### src/rtl/vga_debug_pattern.sv
// vga_debug_pattern
//   Debug test-pattern generator for the VGA path. Takes the pixel position
//   from the timing core and produces a registered colour word. There are four
//   patterns: gradient, checkerboard, colour bars and a bouncing box. A
//   debounced push-button steps the pattern, and the new pattern is committed
//   only at a frame boundary. LEDs show the active mode and the low byte of a
//   frame counter.
//
//   Optional build macro: VGA_DEBUG_CROSSHAIR_EN
//     When defined, a 1-pixel white crosshair at the screen centre overrides
//     every pattern inside the active area. When undefined, no crosshair logic
//     is built.
//
// Ports
//   clk        in   pixel/system clock
//   rst        in   asynchronous reset, active low
//   pix_x      in   [15:0] current pixel column
//   pix_y      in   [15:0] current pixel line
//   btn_mode   in   raw mode button, active high, asynchronous to clk
//   color      out  [3*CW-1:0] {R,G,B}, registered, 1 cycle after pix_x/pix_y
//   frame_tick out  one-cycle pulse at each frame start
//   leds       out  [9:0] {mode[1:0], frame_count[7:0]}, registered
module vga_debug_pattern #(
  parameter int WIDTH           = 800,
  parameter int HEIGHT          = 600,
  parameter int CW              = 4,
  parameter int CHECK_LOG2      = 5,
  parameter int BOX_SIZE        = 32,
  parameter int BOX_SPEED       = 2,
  parameter int DEBOUNCE_CYCLES = 1000000
) (
  input  logic            clk,
  input  logic            rst,
  input  logic [15:0]     pix_x,
  input  logic [15:0]     pix_y,
  input  logic            btn_mode,
  output logic [3*CW-1:0] color,
  output logic            frame_tick,
  output logic [9:0]      leds
);

  localparam int DB_W = $clog2(DEBOUNCE_CYCLES) + 1;
  localparam logic [CW-1:0] FULL = '1;

  logic            btn_s1, btn_s2;
  logic            db_level;
  logic [DB_W-1:0] db_cnt;
  logic [1:0]      mode, pending_mode;
  logic [15:0]     prev_y;
  logic [15:0]     frame_count;
  logic [15:0]     box_x, box_y;
  logic            dir_x, dir_y;   // 0: moving up the axis, 1: moving toward 0
  logic            frame_start;
  logic [16:0]     x_next, y_next; // {dir, position}
  logic [3*CW-1:0] color_nx;
  logic [2:0]      bar;
  logic            in_box;
  logic            active;
  logic            check_c;

  // One box step on one axis. All compares are done at 32 bits, so the
  // sums cannot truncate.
  function automatic logic [16:0] step_axis(input logic [15:0] pos,
                                            input logic        neg,
                                            input int          limit);
    logic [31:0] p;
    p = {16'b0, pos};
    if (!neg) begin
      if (p + 32'(BOX_SIZE) + 32'(BOX_SPEED) > 32'(limit))
        return {1'b1, 16'(limit - BOX_SIZE)};
      else
        return {1'b0, 16'(p + 32'(BOX_SPEED))};
    end else begin
      if (p < 32'(BOX_SPEED))
        return {1'b0, 16'b0};
      else
        return {1'b1, 16'(p - 32'(BOX_SPEED))};
    end
  endfunction

  assign frame_start = (pix_y == 16'd0) && (prev_y != 16'd0);

  always_comb begin
    x_next = step_axis(box_x, dir_x, WIDTH);
    y_next = step_axis(box_y, dir_y, HEIGHT);
  end

  always_comb begin
    active  = (32'(pix_x) < 32'(WIDTH)) && (32'(pix_y) < 32'(HEIGHT));
    check_c = pix_x[CHECK_LOG2] ^ pix_y[CHECK_LOG2];
    in_box  = (pix_x >= box_x) && (32'(pix_x) < 32'(box_x) + 32'(BOX_SIZE)) &&
              (pix_y >= box_y) && (32'(pix_y) < 32'(box_y) + 32'(BOX_SIZE));

    // The bar index is (pix_x*8)/WIDTH. Each threshold k*WIDTH is a constant,
    // so the chain of compares needs no divider.
    bar = 3'd0;
    for (int k = 1; k < 8; k++) begin
      if ({13'b0, pix_x, 3'b0} >= 32'(k * WIDTH)) bar = 3'(k);
    end

    color_nx = '0;
    case (mode)
      2'd0: color_nx = {pix_x[CW-1:0], pix_y[CW-1:0], {CW{1'b0}}};
      2'd1: color_nx = {3{{CW{check_c}}}};
      2'd2: color_nx = {{CW{bar[2]}}, {CW{bar[1]}}, {CW{bar[0]}}};
      default: color_nx = in_box ? {3{FULL}} : {{2*CW{1'b0}}, FULL};
    endcase

`ifdef VGA_DEBUG_CROSSHAIR_EN
    if ((pix_x == 16'(WIDTH / 2)) || (pix_y == 16'(HEIGHT / 2)))
      color_nx = {3{FULL}};
`endif

    if (!active) color_nx = '0;
  end

  always_ff @(posedge clk or negedge rst) begin
    if (!rst) begin
      btn_s1       <= 1'b0;
      btn_s2       <= 1'b0;
      db_level     <= 1'b0;
      db_cnt       <= '0;
      mode         <= 2'd0;
      pending_mode <= 2'd0;
      prev_y       <= 16'd0;
      frame_tick   <= 1'b0;
      frame_count  <= 16'd0;
      box_x        <= 16'd0;
      box_y        <= 16'd0;
      dir_x        <= 1'b0;
      dir_y        <= 1'b0;
      color        <= '0;
      leds         <= 10'd0;
    end else begin
      btn_s1 <= btn_mode;
      btn_s2 <= btn_s1;

      // The counter runs only while the synchronised level disagrees with
      // the accepted level. Any bounce back restarts it from 0.
      if (btn_s2 == db_level) begin
        db_cnt <= '0;
      end else if (db_cnt == DB_W'(DEBOUNCE_CYCLES - 1)) begin
        db_level <= btn_s2;
        db_cnt   <= '0;
        if (btn_s2) pending_mode <= pending_mode + 2'd1;
      end else begin
        db_cnt <= db_cnt + DB_W'(1);
      end

      prev_y     <= pix_y;
      frame_tick <= frame_start;

      // Mode commit and box motion both happen only at a frame boundary.
      if (frame_tick) begin
        mode        <= pending_mode;
        frame_count <= frame_count + 16'd1;
        box_x       <= x_next[15:0];
        dir_x       <= x_next[16];
        box_y       <= y_next[15:0];
        dir_y       <= y_next[16];
      end

      color <= color_nx;
      leds  <= {mode, frame_count[7:0]};
    end
  end

endmodule

### config.mk
export PLATFORM = sky130hd
export DESIGN_NAME = vga_debug_pattern
export DESIGN_NICKNAME = d
export VERILOG_FILES = /design/src/rtl/vga_debug_pattern.sv
export SDC_FILE = /design/constraint.sdc
export NUM_CORES = 1
export LEC_CHECK = 0
export ABC_AREA = 1
export CORE_MARGIN = 5
export CORE_UTILIZATION = 65
export CTS_BUF_LIST = sky130_fd_sc_hd__clkbuf_16
export CTS_CLUSTER_DIAMETER = 120
export CTS_CLUSTER_SIZE = 25
export DETAILED_ROUTE_END_ITERATION = 10
export PLACE_DENSITY = 0.88
export REMOVE_ABC_BUFFERS = 1
export SLEW_MARGIN = 20
export SYNTH_ARGS = -nofsm -noshare
export SYNTH_HDL_FRONTEND = slang
export SYNTH_SLANG_ARGS = --single-unit
### constraint.sdc
create_clock -name clk -period 6.3 [get_ports clk]
set_clock_uncertainty 0.05 [all_clocks]
set_input_delay 1.26 -clock clk [delete_from_list [all_inputs] [get_ports clk]]
set_output_delay 1.26 -clock clk [all_outputs]
set_load 0.05 [all_outputs]
==> qor.yml, run 1 <==
route:
  antenna_left: 0
  vias: 7309
  route.detailed.drc: 0
  drt_iter0_drc: 967
  routed_wl_um: 18500
  firstDrtPassIters: 6
  wl_per_cell_um: 14.7
  vias_per_cell: 5.80
global_routing:
  antenna_found_initial: 0
  grt_max_degree: 60
  grt-ovfl-total: 0
  grt_usage_pct: 26.3
  grt_pass1_vias: 6700
  grt_pass1_wl_um: 31200
cts:
  cts_buffer_depth: 2
  clk_latency_ns: 0.36
  cts_tree: "built"
  htreeDepth: 3
  clock_sinks: 104
  cts_inserted_buffers: 9
  post_cts_resized: 0
  hold_buffers: 0
  cts_root_buffer: "clkbuf_16"
  post_cts_buffers: 0
  clk_pin_slew_ns: 0.08
synth:
  synth_seq_area_share_pct: 33.1
  yosysWarnings: 0
  synth_cell_types: 49
  avgSynthCellArea_um2: 7.37
  ys_ff_latch: 104
  async_flop_share_pct: 100
  synth.top_cell.area_share_pct: 33.1
  syn_inst: 1067
  yosysTopAreaCell: "dfrtp_1"
  synth_ff_type: "dfrtp_1"
  synth-edff-count: 0
  netlist_area_um2: 7870
  synth_top_cells_by_area: "dfrtp_1 (33%), ha_1 (10%), nand2_1 (9.0%)"
setup_path:
  critPathMaxFanout: 8
  worstSetupEndpointType: "register"
  r2r_cells: 14
  reg2reg_slack_ns: 2.95
  criticalPathCategory: "in -> reg"
  cp.required_ns: 6.49
  worst_setup_path_start_kind: "primary input"
  r2r_start: "box_y[5]"
  worstPathArrival_ns: 3.54
  cpPeakStageDelay_ns: 0.64
  r2r_end: "color[8]"
  slowest_stage: "clkdlybuf4s50_1"
  path_cells: "clkdlybuf4s50_1, ha_1, a21oi_1, o21ai_0, o21ai_0, o2111ai_1, nand2_1, nor2_1, nand2_1, a21oi_1"
timing:
  worst_slew_pin_slew_ns: 0.803
  setup_viol: 0
  slew_violations: 0
  tns_ns: 0
  finalHoldViolations: 0
  rsz0062_at_grt: "no"
  relSlewSlack_pct: 46.3
  finalCriticalPeriod_ns: 3.36
  fmax_ghz: 0.298
  period_share_pct: 53.3
layout:
  ff_latch_area_um2: 2600
  diodes: 0
  num-nets-final: 1209
  multiInputGateArea_um2: 4610
  fillCellCount: 954
  design_area_um2: 8810
  drive_above_1_share_pct: 6.10
  syn_to_final_growth_pct: 12.0
run:
  drv_cap: 0
worst_hold_path:
  hold_end: "btn_s2"
  hold_path_class: "reg -> reg"
  hp-start: "btn_s1"
  whs_path_depth: 0
pwr:
  power_density_nw_per_um2: 158
  p_total_mw: 1.39
  ir_worst_vdd_mv: 0.175
  p_leak_nw: 4.16
floorplan:
  dieWidth_um: 120
  std_cell_rows: 40
  core_area_um2: 12000
  die_y_um: 120
  dieArea_um2: 14400
  start_util_pct: 65.8
  ios: 58
status:
  status: "finished, final reports clean"
place:
  dpl.hpwl_um: 14100
  placed_cell_area_um2: 8490
  place.port_buffers: 57
  finalWeightedCongestion: 0.952
power breakdown:
part / leakage (nW) / switching, mW / internal (mW) / total (mW)
sequential: 1.41 / 0.00381 / 0.675 / 0.678
clock: 0.154 / 0.273 / 0.320 / 0.594
combinational: 2.59 / 0.0684 / 0.0485 / 0.117
total: 4.16 / 0.345 / 1.04 / 1.39
worst max path at each step:
| stage | startpoint | end | slack (ns) | depth (start not counted) |
|---|---|---|---|---|
| 5_1_grt | box_y[5] | color[11] | 2.62 | 14 |
| 4_1_cts | box_y[5] | color[8] | 2.99 | 14 |
| 6_report | pix_x[5] | color[8] | 2.94 | 10 |
| 3_3_place_gp | pix_x[5] | color[7] | 2.71 | 10 |
| 2_1_floorplan | color[3] | color[0] | 3.51 | 0 |
| 3_5_place_dp | pix_x[5] | color[8] | 2.66 | 10 |
final cells by class:
class | count | share of cell area, %
clock buffer | 9 | 2.56
timing repair buffer | 59 | 6.62
inverter | 136 | 5.79
clock inverter | 7 | 1.12
tap | 147 | 2.09
sequential | 104 | 29.6
multi-input combinational | 799 | 52.3
worst max-delay path, delay by kind of cell:
kind | cells | cell delay [ns]
fa+ha+maj | 1 | 0.32
buf+inv | 1 | 0.64
simple gates | 3 | 0.43
compound gates | 5 | 0.89
cells in the final DEF, fill, tap and decap left out, drive strengths merged:
| cell | n |
|---|---|
| and2 | 2 |
| nand3 | 67 |
| nand2 | 198 |
| nor2 | 141 |
| a221oi | 1 |
| bufinv | 1 |
| nand4 | 45 |
| or2 | 2 |
| nor4 | 11 |
| inv | 138 |
| nor3 | 38 |
| clkinv | 3 |
| o21ai | 54 |
| and3 | 2 |
| o211ai | 8 |
| dfrtp | 104 |
| a31oi | 2 |
| o21a | 3 |
| clkinvlp | 1 |
| clkdlybuf4s50 | 56 |
| o31ai | 3 |
| buf | 3 |
| a211oi | 5 |
| o21bai | 2 |
| o2111ai | 2 |
| o221ai | 1 |
| xnor2 | 11 |
| clkbuf | 9 |
| a31o | 1 |
| nor3b | 2 |
| xor2 | 42 |
| ha | 65 |
| a21boi | 1 |
| a41oi | 1 |
| a21oi | 85 |
| nand3b | 4 |
through the flow:
step / setup slack, ns / utilization [%] / hold WS (ns) / cells
after global placement: 2.71 / 71.0 / 0.335 / 1245
after global routing: 2.62 / 73.7 / 0.332 / 1261
after detailed placement: 2.66 / 71.0 / 0.305 / 1245
after CTS: 2.99 / 73.7 / 0.328 / 1261
final: 2.94 / 73.7 / 0.316 / 1261
after floorplan: 3.51 / - / 0.281 / 1039
synth_stat cells, drive strengths merged (11+ instances only):
library cell / count
xor2: 42
nor3: 38
nand2: 198
xnor2: 11
dfrtp: 104
o21ai: 54
nor4: 11
nor2: 141
buf: 18
nand4: 45
nand3: 67
a21oi: 85
ha: 65
inv: 135
registers in the layout (all words and copies together), names as in the netlist:
name and cells:
btn_s1 1, frame_count 8, leds 10, mode 2
btn_s2 1, box_x 15, box_y 15, color 9
db_level 1, prev_y 16, dir_y 1, pending_mode 2
dir_x 1, db_cnt 21, frame_tick 1
routing by layer:
metal  wire, um  share of wire (%)  global-route usage (%)  vias up
met4        337                1.8                    8.23        0
met2       8710                 47                    42.8      227
met3       1150                6.2                    5.23       33
met1       8320                 45                    35.5     3410
met5          0                  0                       0        -
li1           -                  -                       -     3639
kinds of logic (layout without fill, tap and decap cells):
logic type,Yosys count,count (layout),synth area share [%]
AOI/OAI and AO/OA,169,169,11.8
adders and majority gates,65,65,10.3
DFF,104,104,33.1
and+or+nand+nor,512,512,30.1
xor gates and xnor gates,53,53,6.23
buffers and inverters,164,211,8.40
Note: power is estimated with default switching activity, not from simulation.
==> run 2, diff against run 1 <==
CORE_UTILIZATION = 60   (was 65)
PLACE_DENSITY = 0.82   (was 0.88)
clock period = 3.3 ns   (was 6.3 ns; I/O delays follow)
==> run 2 against run 1 <==
Against the previous run:
- hold slack lost 0.15 ns
- cell count up 2.8%
- die area rose by 7.6%
- core utilization shrank 3.8 points
- combinational power increased by 93%
- critical path type is now reg -> reg
- setup slack got worse by 2.6 ns
- critical path depth increased by 4
- design area rose by 0.91%
- register-to-register slack worse by 2.6 ns
==> qor.yml, run 2 (same netlist as run 1, synthesis figures left out) <==
global_routing:
  grt_pass1_wl_um: 32200  # was 31200 um
  antenna_found_initial: 0  # unchanged
  grt_max_degree: 76  # was 60
  grt-ovfl-total: 0  # unchanged
  grt_usage_pct: 24.7  # was 26.3%
  grt_pass1_vias: 6742  # was 6700
floorplan:
  start_util_pct: 61.9  # was 65.8%
  die_y_um: 125  # was 120 um
  ios: 58  # unchanged
  core_area_um2: 12700  # was 12000 um^2
  dieWidth_um: 125  # was 120 um
  std_cell_rows: 41  # was 40
  dieArea_um2: 15500  # was 14400 um^2
route:
  routed_wl_um: 19100  # was 18500 um
  wl_per_cell_um: 14.7  # about the same
  wl_met2_um: 9010  # was 8710 um
  firstDrtPassIters: 7  # was 6
  vias: 7353  # was 7309
  drt_iter0_drc: 604  # was 967
  vias_per_cell: 5.67  # was 5.80
  route.detailed.drc: 0  # unchanged
  top_layer: "met4"  # unchanged
  met1_length_um: 8770  # was 8320 um
  antenna_left: 0  # unchanged
  met3_length_um: 969  # was 1150 um
pwr:
  power_density_nw_per_um2: 285  # was 158 nW/um^2
  p_total_mw: 2.53  # was 1.39 mW
  ir_worst_vdd_mv: 0.264  # was 0.175 mV
  p_leak_nw: 4.20  # was 4.16 nW
cts:
  clk_latency_ns: 0.35  # was 0.36 ns
  cts_inserted_buffers: 9  # unchanged
  post_cts_buffers: 0  # unchanged
  cts_buffer_depth: 2  # unchanged
  clk_pin_slew_ns: 0.07  # was 0.08 ns
  htreeDepth: 3  # unchanged
  cts_root_buffer: "clkbuf_16"  # unchanged
  cts_tree: "built"  # unchanged
  clock_sinks: 104  # unchanged
run:
  drv_cap: 0  # unchanged
setup_path:
  r2r_start: "box_y[5]"  # unchanged
  r2r_cells: 14  # unchanged
  worstPathArrival_ns: 3.14  # was 3.54 ns
  criticalPathCategory: "reg -> reg"  # was in -> reg
  worstSetupEndpointType: "register"  # unchanged
  cp.required_ns: 3.48  # was 6.49 ns
  reg2reg_slack_ns: 0.35  # was 2.95 ns
  slowest_stage: "dfrtp_1"  # was clkdlybuf4s50_1
  path_cells: "ha_1, nand2_1, nor2_1, nand3_1, o21ai_0, nand2_2, ha_1, nand4_1, nor3_1, nand2_1, nand3_1, nor2_1, nand2_2, a21oi_1"  # was clkdlybuf4s50_1, ha_1, a21oi_1, o21ai_0, o21ai_0, o2111ai_1, nand2_1, nor2_1, nand2_1, a21oi_1
  critPathMaxFanout: 8  # unchanged
  worst_setup_path_start_kind: "register"  # was primary input
  cpPeakStageDelay_ns: 0.35  # was 0.64 ns
  r2r_end: "color[5]"  # was color[8]
timing:
  tns_ns: 0  # unchanged
  slew_violations: 0  # unchanged
  hold_ws_ns: 0.170  # was 0.316 ns
  worst_slew_pin_slew_ns: 0.646  # was 0.803 ns
  finalCriticalPeriod_ns: 2.95
  finalHoldViolations: 0  # unchanged
  rsz0062_at_grt: "no"  # unchanged
  relSlewSlack_pct: 56.5  # was 46.3%
  period_share_pct: 89.5
  fmax_ghz: 0.339
  setup_viol: 0  # unchanged
place:
  finalWeightedCongestion: 0.938  # was 0.952
  place.port_buffers: 57  # unchanged
  dpl.hpwl_um: 14700  # was 14100 um
layout:
  top_register: "db_cnt"  # unchanged
  largest_reg_flops: 21  # unchanged
  mostFrequentLayoutCells: "nand2_1 (188), nor2_1 (127), inv_1 (123)"  # was nand2_1 (189), nor2_1 (127), inv_1 (122)
  syn_to_final_growth_pct: 13.0  # was 12.0%
  drive_above_1_share_pct: 7.03  # was 6.10%
  diodes: 0  # unchanged
  top_regs: "db_cnt: 21 flops, prev_y: 16 flops"  # unchanged
  layout_commonest_cell: "nand2_1"  # unchanged
  num-nets-final: 1219  # was 1209
status:
  status: "finished, final reports clean"  # unchanged
worst_hold_path:
  hold_path_class: "in -> async"  # was reg -> reg
-- run 2: per-stage QoR --
stage / util (%) / setup WS, ns / cell area [um^2] / std cells
3_5_place_dp: 67.6 / 0.270 / 8610 / 1280
4_1_cts: 69.9 / 0.242 / 8890 / 1296
5_1_grt: 69.9 / 0.117 / 8890 / 1296
3_3_place_gp: 67.6 / 0.337 / 8610 / 1280
6_report: 69.9 / 0.346 / 8890 / 1296
2_1_floorplan: - / 0.572 / 7720 / 1039
-- run 2: power by group --
part / total (mW) / switching (mW) / leakage, nW / internal [mW]
combinational: 0.226 / 0.131 / 2.65 / 0.0948
clock: 1.01 / 0.491 / 0.141 / 0.521
sequential: 1.29 / 0.00634 / 1.41 / 1.29
-- run 2: what timing repair did --
item                       in CTS  in global routing
resized for setup               0                  2
hold buffers                    0                  0
setup endpoints to repair       0                  4
-- run 2: final cells by class --
class	count	area, um^2
tap	172	215
fill	1106	3830
timing repair buffer	69	671
clock buffer	9	225
inverter	136	510
sequential	104	2610
multi-input combinational	799	4610
clock inverter	7	56.3
-- run 2: how the worst max path moves through the flow --
stage	from	to	slack [ns]	cells after the start
after floorplan	frame_tick	box_x[8]	0.57	3
after global placement	box_y[7]	color[7]	0.34	15
after detailed placement	box_y[7]	color[5]	0.27	15
after CTS	box_y[7]	color[5]	0.24	15
after global routing	box_y[5]	color[9]	0.12	14
final	box_y[5]	color[5]	0.35	14
-- run 2: per-layer routing --
| metal | vias up | global-route usage, % |
|---|---|---|
| met5 | - | 0 |
| met4 | 0 | 7.93 |
| met3 | 33 | 4.46 |
| met2 | 238 | 39.9 |
| met1 | 3420 | 33.8 |
| li1 | 3662 | - |
-- run 2: critical path, delay by kind of cell (launching register included) --
kind                     cells  cell delay [ns]
AND/OR/NAND/NOR             10             1.49
adder cells (fa/ha/maj)      2             0.60
flip-flops                   1             0.35
AO/OA/AOI/OAI                2             0.34
